<file path="src/rtl/zkp_trace_buffer.sv">
// ---------------------------------------------------------------------------
// zkp_trace_buffer
//
// Captures per-cycle core trace records into a FIFO and serializes each record
// as six 32-bit words on a valid/ready stream for a downstream prover.
//
// Handshake: a word moves only on a rising edge where m_valid=1 and m_ready=1.
// While m_valid=1 and m_ready=0, m_data and m_last hold stable. m_valid never
// depends combinationally on m_ready.
//
// Record word order: 0 = {29'b0, mismatch, is_bne, is_beq}, 1 = pc,
// 2 = pc_next, 3 = rs1_val, 4 = rs2_val, 5 = imm (m_last=1 on word 5).
//
// Optional feature (macro TRACE_CHECK_EN): pc_next checker. When defined,
// each captured record is compared against the architecturally expected next
// pc. A mismatch sets the record's mismatch bit and the sticky check_err,
// even if the record itself is dropped. When undefined, both are constant 0.
//
// Ports:
//   clk, reset_n            clock, asynchronous active-low reset
//   pc, pc_next, rs1_val,   trace fields for the current cycle
//   rs2_val, imm
//   is_beq, is_bne          branch-type flags
//   capture_en              sample this cycle's fields as one record
//   flush                   synchronous clear of FIFO, serializer and status
//   m_valid/m_data/m_last   serialized output stream
//   m_ready                 downstream accepts the current word
//   fifo_count              records stored (excluding the one being sent)
//   overflow, drop_count    sticky drop flag, saturating drop counter
//   check_err               sticky pc_next mismatch flag
// ---------------------------------------------------------------------------
module zkp_trace_buffer #(
  parameter int DEPTH = 8
) (
  input  logic        clk,
  input  logic        reset_n,
  input  logic [31:0] pc,
  input  logic [31:0] pc_next,
  input  logic [31:0] rs1_val,
  input  logic [31:0] rs2_val,
  input  logic [31:0] imm,
  input  logic        is_beq,
  input  logic        is_bne,
  input  logic        capture_en,
  input  logic        flush,
  output logic        m_valid,
  output logic [31:0] m_data,
  output logic        m_last,
  input  logic        m_ready,
  output logic [6:0]  fifo_count,
  output logic        overflow,
  output logic [15:0] drop_count,
  output logic        check_err
);

  localparam int AW = (DEPTH > 1) ? $clog2(DEPTH) : 1;
  localparam int RW = 163;
  localparam logic [6:0] DEPTH_C = 7'(DEPTH);

  typedef enum logic {
    S_IDLE = 1'b0,
    S_SEND = 1'b1
  } state_e;

  // Record layout: {mismatch, is_bne, is_beq, pc, pc_next, rs1, rs2, imm}
  logic [RW-1:0] mem_q [DEPTH];
  logic [RW-1:0] new_rec;
  logic [RW-1:0] head_rec;

  logic [AW-1:0] wr_ptr_q, wr_ptr_d;
  logic [AW-1:0] rd_ptr_q, rd_ptr_d;
  logic [6:0]    count_q, count_d;
  logic          overflow_q, overflow_d;
  logic [15:0]   drop_q, drop_d;
  logic          check_err_q, check_err_d;

  state_e        state_q, state_d;
  logic [2:0]    idx_q, idx_d;
  logic [RW-1:0] rec_q, rec_d;

  logic          pop;
  logic          push;
  logic          drop;
  logic          full;
  logic          mismatch;

  // -------------------------------------------------------------------------
  // pc_next checker
  // -------------------------------------------------------------------------
`ifdef TRACE_CHECK_EN
  logic        br_taken;
  logic [31:0] pc_expected;
  assign br_taken    = (is_beq && (rs1_val == rs2_val)) ||
                       (is_bne && (rs1_val != rs2_val));
  assign pc_expected = br_taken ? (pc + imm) : (pc + 32'd4);
  assign mismatch    = (pc_next != pc_expected);
`else
  assign mismatch    = 1'b0;
`endif

  assign new_rec  = {mismatch, is_bne, is_beq, pc, pc_next, rs1_val, rs2_val, imm};
  assign head_rec = mem_q[rd_ptr_q];
  assign full     = (count_q == DEPTH_C);

  // -------------------------------------------------------------------------
  // Serializer: state register
  // -------------------------------------------------------------------------
  always_ff @(posedge clk or negedge reset_n) begin
    if (!reset_n) begin
      state_q <= S_IDLE;
      idx_q   <= 3'd0;
      rec_q   <= '0;
    end else begin
      state_q <= state_d;
      idx_q   <= idx_d;
      rec_q   <= rec_d;
    end
  end

  // -------------------------------------------------------------------------
  // Serializer: next-state logic. The head record is popped on entry to SEND
  // and again on the last-word transfer so records stream without a bubble.
  // -------------------------------------------------------------------------
  always_comb begin
    state_d = state_q;
    idx_d   = idx_q;
    rec_d   = rec_q;
    pop     = 1'b0;
    if (flush) begin
      state_d = S_IDLE;
      idx_d   = 3'd0;
    end else begin
      case (state_q)
        S_IDLE: begin
          if (count_q != 7'd0) begin
            pop     = 1'b1;
            state_d = S_SEND;
            idx_d   = 3'd0;
            rec_d   = head_rec;
          end
        end
        S_SEND: begin
          if (m_ready) begin
            if (idx_q == 3'd5) begin
              idx_d = 3'd0;
              if (count_q != 7'd0) begin
                pop   = 1'b1;
                rec_d = head_rec;
              end else begin
                state_d = S_IDLE;
              end
            end else begin
              idx_d = idx_q + 3'd1;
            end
          end
        end
        default: begin
          state_d = S_IDLE;
          idx_d   = 3'd0;
        end
      endcase
    end
  end

  // -------------------------------------------------------------------------
  // Serializer: outputs. m_data is forced to zero outside SEND.
  // -------------------------------------------------------------------------
  always_comb begin
    m_valid = (state_q == S_SEND);
    m_last  = (state_q == S_SEND) && (idx_q == 3'd5);
    m_data  = 32'd0;
    if (state_q == S_SEND) begin
      case (idx_q)
        3'd0:    m_data = {29'd0, rec_q[162:160]};
        3'd1:    m_data = rec_q[159:128];
        3'd2:    m_data = rec_q[127:96];
        3'd3:    m_data = rec_q[95:64];
        3'd4:    m_data = rec_q[63:32];
        3'd5:    m_data = rec_q[31:0];
        default: m_data = 32'd0;
      endcase
    end
  end

  // -------------------------------------------------------------------------
  // FIFO and status. A pop in the same cycle frees a slot, so a capture into
  // a full FIFO is accepted when the serializer is taking the head record.
  // -------------------------------------------------------------------------
  always_comb begin
    push        = capture_en && !flush && (!full || pop);
    drop        = capture_en && !flush && full && !pop;
    wr_ptr_d    = wr_ptr_q;
    rd_ptr_d    = rd_ptr_q;
    count_d     = count_q;
    overflow_d  = overflow_q;
    drop_d      = drop_q;
    check_err_d = check_err_q;
    if (flush) begin
      wr_ptr_d    = '0;
      rd_ptr_d    = '0;
      count_d     = 7'd0;
      overflow_d  = 1'b0;
      drop_d      = 16'd0;
      check_err_d = 1'b0;
    end else begin
      if (push) wr_ptr_d = wr_ptr_q + 1'b1;
      if (pop)  rd_ptr_d = rd_ptr_q + 1'b1;
      count_d = count_q + {6'd0, push} - {6'd0, pop};
      if (drop) begin
        overflow_d = 1'b1;
        if (drop_q != 16'hFFFF) drop_d = drop_q + 16'd1;
      end
      if (capture_en && mismatch) check_err_d = 1'b1;
    end
  end

  always_ff @(posedge clk or negedge reset_n) begin
    if (!reset_n) begin
      wr_ptr_q    <= '0;
      rd_ptr_q    <= '0;
      count_q     <= 7'd0;
      overflow_q  <= 1'b0;
      drop_q      <= 16'd0;
      check_err_q <= 1'b0;
    end else begin
      wr_ptr_q    <= wr_ptr_d;
      rd_ptr_q    <= rd_ptr_d;
      count_q     <= count_d;
      overflow_q  <= overflow_d;
      drop_q      <= drop_d;
      check_err_q <= check_err_d;
    end
  end

  // Storage array carries no reset; entries are only read once written.
  always_ff @(posedge clk) begin
    if (push) mem_q[wr_ptr_q] <= new_rec;
  end

  assign fifo_count = count_q;
  assign overflow   = overflow_q;
  assign drop_count = drop_q;
  assign check_err  = check_err_q;

endmodule

</file>
<file path="config.mk">
export PLATFORM = sky130hd
export DESIGN_NAME = zkp_trace_buffer
export DESIGN_NICKNAME = d
export VERILOG_FILES = /design/src/rtl/zkp_trace_buffer.sv
export SDC_FILE = /design/constraint.sdc
export NUM_CORES = 1
export LEC_CHECK = 0
export ABC_AREA = 1
export ABC_CLOCK_PERIOD_IN_PS = 12500
export CAP_MARGIN = 20
export CORE_MARGIN = 1
export CORE_UTILIZATION = 49
export CTS_BUF_LIST = sky130_fd_sc_hd__clkbuf_4 sky130_fd_sc_hd__clkbuf_8 sky130_fd_sc_hd__clkbuf_16
export CTS_CLUSTER_SIZE = 16
export DETAILED_ROUTE_END_ITERATION = 10
export PLACE_DENSITY_LB_ADDON = 0.25
export SKIP_LAST_GASP = 1
export SYNTH_ARGS = -nofsm -noshare
export SYNTH_HDL_FRONTEND = slang
export SYNTH_SLANG_ARGS = --single-unit
export TNS_END_PERCENT = 30
</file>
<file path="constraint.sdc">
create_clock -name clk -period 12.5 [get_ports clk]
set_input_delay 2.5 -clock clk [delete_from_list [all_inputs] [get_ports clk]]
set_output_delay 2.5 -clock clk [all_outputs]
set_load 0.1 [all_outputs]
</file>
==> impl_results.md <==
- Final setup vio count: 0
- # DRC: 0
- Routed len/inst: 25.15 um
- CTS buffer count: 150
- Setup slack, reg-to-reg: 7.62 ns
- Leak: 22.74 nW
- Number of global-route vias before repair: 36160
- Mapped Cells: 4578
- Final WS setup: 5.235 ns
- Vias post-DR: 38210
- Internal Power: 0.009274 W
- Final max-slew violation count: 0
- GR Util All Layers: 26.56%
- Synth cell types: 40
- Hold buffers post-CTS: 0
- Crit path max fanout: 54
- Via density: 5.938
- Most frequent CP cell: buf_4
- Final Wtd Congestion: 0.8818
- Post-CTS Repair Setup Buffers: 0
- Worst-Margin Slew: 1.154 ns
- Dpl ws: 4.521 ns
- Effective utilization at floorplan: 49.55%
- Setup Skew: 0.02583 ns
- Ys async rst share: 13.14%
- Syn avg cell area: 12.82 um2
- Design area: 0.06721 mm2
- DP HPWL: 89440 um
- Count leader, synth: edfxtp_1
- Yosys top cell by area: edfxtp_1
- Status: completed
- H-tree depth: 4
- Clock group share of total power: 33.2%
- Top cells by area, synth: edfxtp_1 66%, dfrtp_1 8.4%, nor2_1 5.5%, o21ai_0 4.5%, nand2_1 3.4%
- 1st-pass router iterations: 8
- Synth warn: 0
- Slowest stage delay, CP: 0.82 ns
- Fmax: 137.6 MHz
- Worst-path cell chain: clkdlybuf4s50_1, inv_1, nand3_4, nand2_1, nand3_1, nor2_4, buf_4, buf_4
- Final hold violations: 0
- Worst path arrival time: 7.64 ns
- Commonest register cell after synthesis: edfxtp_1
- Worst endpoint required time: 12.87 ns
- Final setup TNS: 0 ns
- Syn Nets: 4759
- Core footprint: 0.1184 mm2
- Power per standard cell area: 202.5 mW/mm2
- ANT nets after route: 0
- Setup CP Type: in2reg
- Largest net degree at the start of global routing: 217
- R2r endpoint: mem_q[2][129]
- CTS tree: built
- Seq/Total Area, Yosys: 74.69%
- Initial drt markers: 4231
- Startpoint type of the worst setup path: input pin
- CP max stage cell: buf_4
- Placed cell area: 0.06210 mm2
- PostCTS Resize Cnt: 0
- Net switching power: 0.004334 W
- Post-synth top cells: 1296 x edfxtp_1, 864 x nor2_1, 531 x o21ai_0
- R2R depth: 11
- Crit share post-route: 58.12%
- HP Class: reg2reg
- Die span in y: 348.0 um
- Comb power frac: 20.9%
- Final WL: 161900 um
- Hold path endpoint: rec_q[27]
- Overall Power: 0.01361 W
- Layout cells sized above 1: 7.209%
- GR Overflow Total: 0
- I/O Buffers: 224
- Maximum vdd ir drop: 0.1815 mV
- Clock insertion delay at the later pin of the skew report: 0.77 ns
- Mapped Area: 0.05867 mm2
- Global-route wire length before repair: 238900 um
- Net Sw Frac: 31.85%
- Die area: 0.1211 mm2
- Min-delay src: rec_q[27]
- Slew HR: 23.05%
- Yosys top cell area share: 66.33%
- Period minus WS final: 7.265 ns
- I/O pins: 226
- Fill cell count: 9326
- Nets: 4882
- Max Cap Viol: 0
- Clk buf depth: 3
- Die width: 348.0 um
- #FFs+latches synth: 1492
- Area Overhead vs Synth: 14.56%
- Initial antenna violation count: 28
- Crit path capture type: register
- Sink Count: 1492
- FP Rows: 126
- Util after Layout: 56.77%
- Post-synth EDFFs: 1296
- RSZ-0062 raised after global routing: no
- Hold Path Depth: 2
- Reg power frac: 46.0%
- FF-to-FF Start: fifo_count[4]
- Clk root buf: clkbuf_16
- Clock slew at reported path FFs: 0.06 ns
power by group through the flow:
stage | clock, W | sequential [W] | combinational (W)
after floorplan | 0 | 0.00615 | 0.00199
after global placement | 0 | 0.00635 | 0.00275
after detailed placement | 0 | 0.00634 | 0.00281
after CTS | 0.00457 | 0.00625 | 0.00283
after global routing | 0.00475 | 0.00626 | 0.00315
final | 0.00451 | 0.00626 | 0.00284
how the worst max path moves through the flow:
stage | depth (start not counted) | endpoint | start | slack [ns]
final | 8 | mem_q[2][129] | flush | 5.23
after global routing | 8 | mem_q[2][123] | flush | 4.94
after CTS | 6 | m_data[26] | idx_q[2] | 5.04
after detailed placement | 8 | mem_q[2][130] | flush | 4.52
after global placement | 8 | mem_q[2][134] | flush | 4.65
after floorplan | 7 | mem_q[5][0] | m_ready | -2.57
worst max-delay path: cells and delay by family:
family,cells,cell delay [ns]
AND/OR/NAND/NOR,4,2.03
buffers and inverters,4,2.98
layout by cell type, fill, tap and decap left out, drive strengths merged:
cell / instances
a31o: 1
clkdlybuf4s50: 222
xor2: 3
or2: 1
dfrtp: 196
o221ai: 161
o22ai: 1
edfxtp: 1296
nor2: 866
a21boi: 16
fa: 1
nor3b: 1
bufinv: 11
clkinvlp: 4
xnor2: 1
conb: 1
a31oi: 1
o21ai: 662
inv: 51
a41oi: 17
clkinv: 44
diode: 8
a22oi: 1
nand3: 233
ha: 13
a21oi: 30
nand2: 526
buf: 62
nand4: 19
o211ai: 163
clkbuf: 213
o21bai: 2
nor3: 8
metrics by stage:
step	std cells	hold WS, ns
finish	6435	0.4858
global route	6428	0.5039
CTS	6422	0.4834
detailed placement	6144	0.4615
global placement	6143	0.4598
floorplan	4578	0.4436
flip-flops by register name (all words and copies together), names as in the netlist:
| signal | flops |
|---|---|
| rd_ptr_q | 3 |
| overflow | 1 |
| rec_q | 162 |
| idx_q | 3 |
| wr_ptr_q | 3 |
| fifo_count | 7 |
| m_valid | 1 |
| drop_count | 16 |
| mem_q | 1296 |
kinds of logic (layout without fill, tap and decap cells):
kind of cell | after synthesis | after routing | share of synthesized area (%)
flops | 1492 | 1492 | 74.69
xor+xnor | 4 | 4 | 0.05973
compound gates | 1055 | 1055 | 10.93
fa+ha+maj | 14 | 14 | 0.3114
other cells | 1 | 9 | 0.006392
buf+inv | 358 | 607 | 2.743
simple gates | 1654 | 1654 | 11.26
layout make-up:
cell class | count | area [um2] | area share [%]
Multi-Input combinational cell | 2728 | 13300 | 19.79
Timing Repair Buffer | 286 | 2877 | 4.280
Sequential cell | 1492 | 43830 | 65.22
Clock buffer | 211 | 4327 | 6.438
Inverter | 43 | 186.4 | 0.2774
Clock inverter | 67 | 660.6 | 0.9830
Tap cell | 1600 | 2002 | 2.979
Antenna cell | 8 | 20.02 | 0.02979
routing by layer:
| layer | track usage (%) | wire (um) | vias up |
|---|---|---|---|
| met5 | 0 | 234 | - |
| met4 | 8.595 | 4798 | 36 |
| met3 | 7.056 | 16100 | 288 |
| met2 | 39.91 | 73420 | 1719 |
| met1 | 37.79 | 67310 | 19160 |
| li1 | - | - | 17010 |
Note: power is estimated with default switching activity, not from simulation.
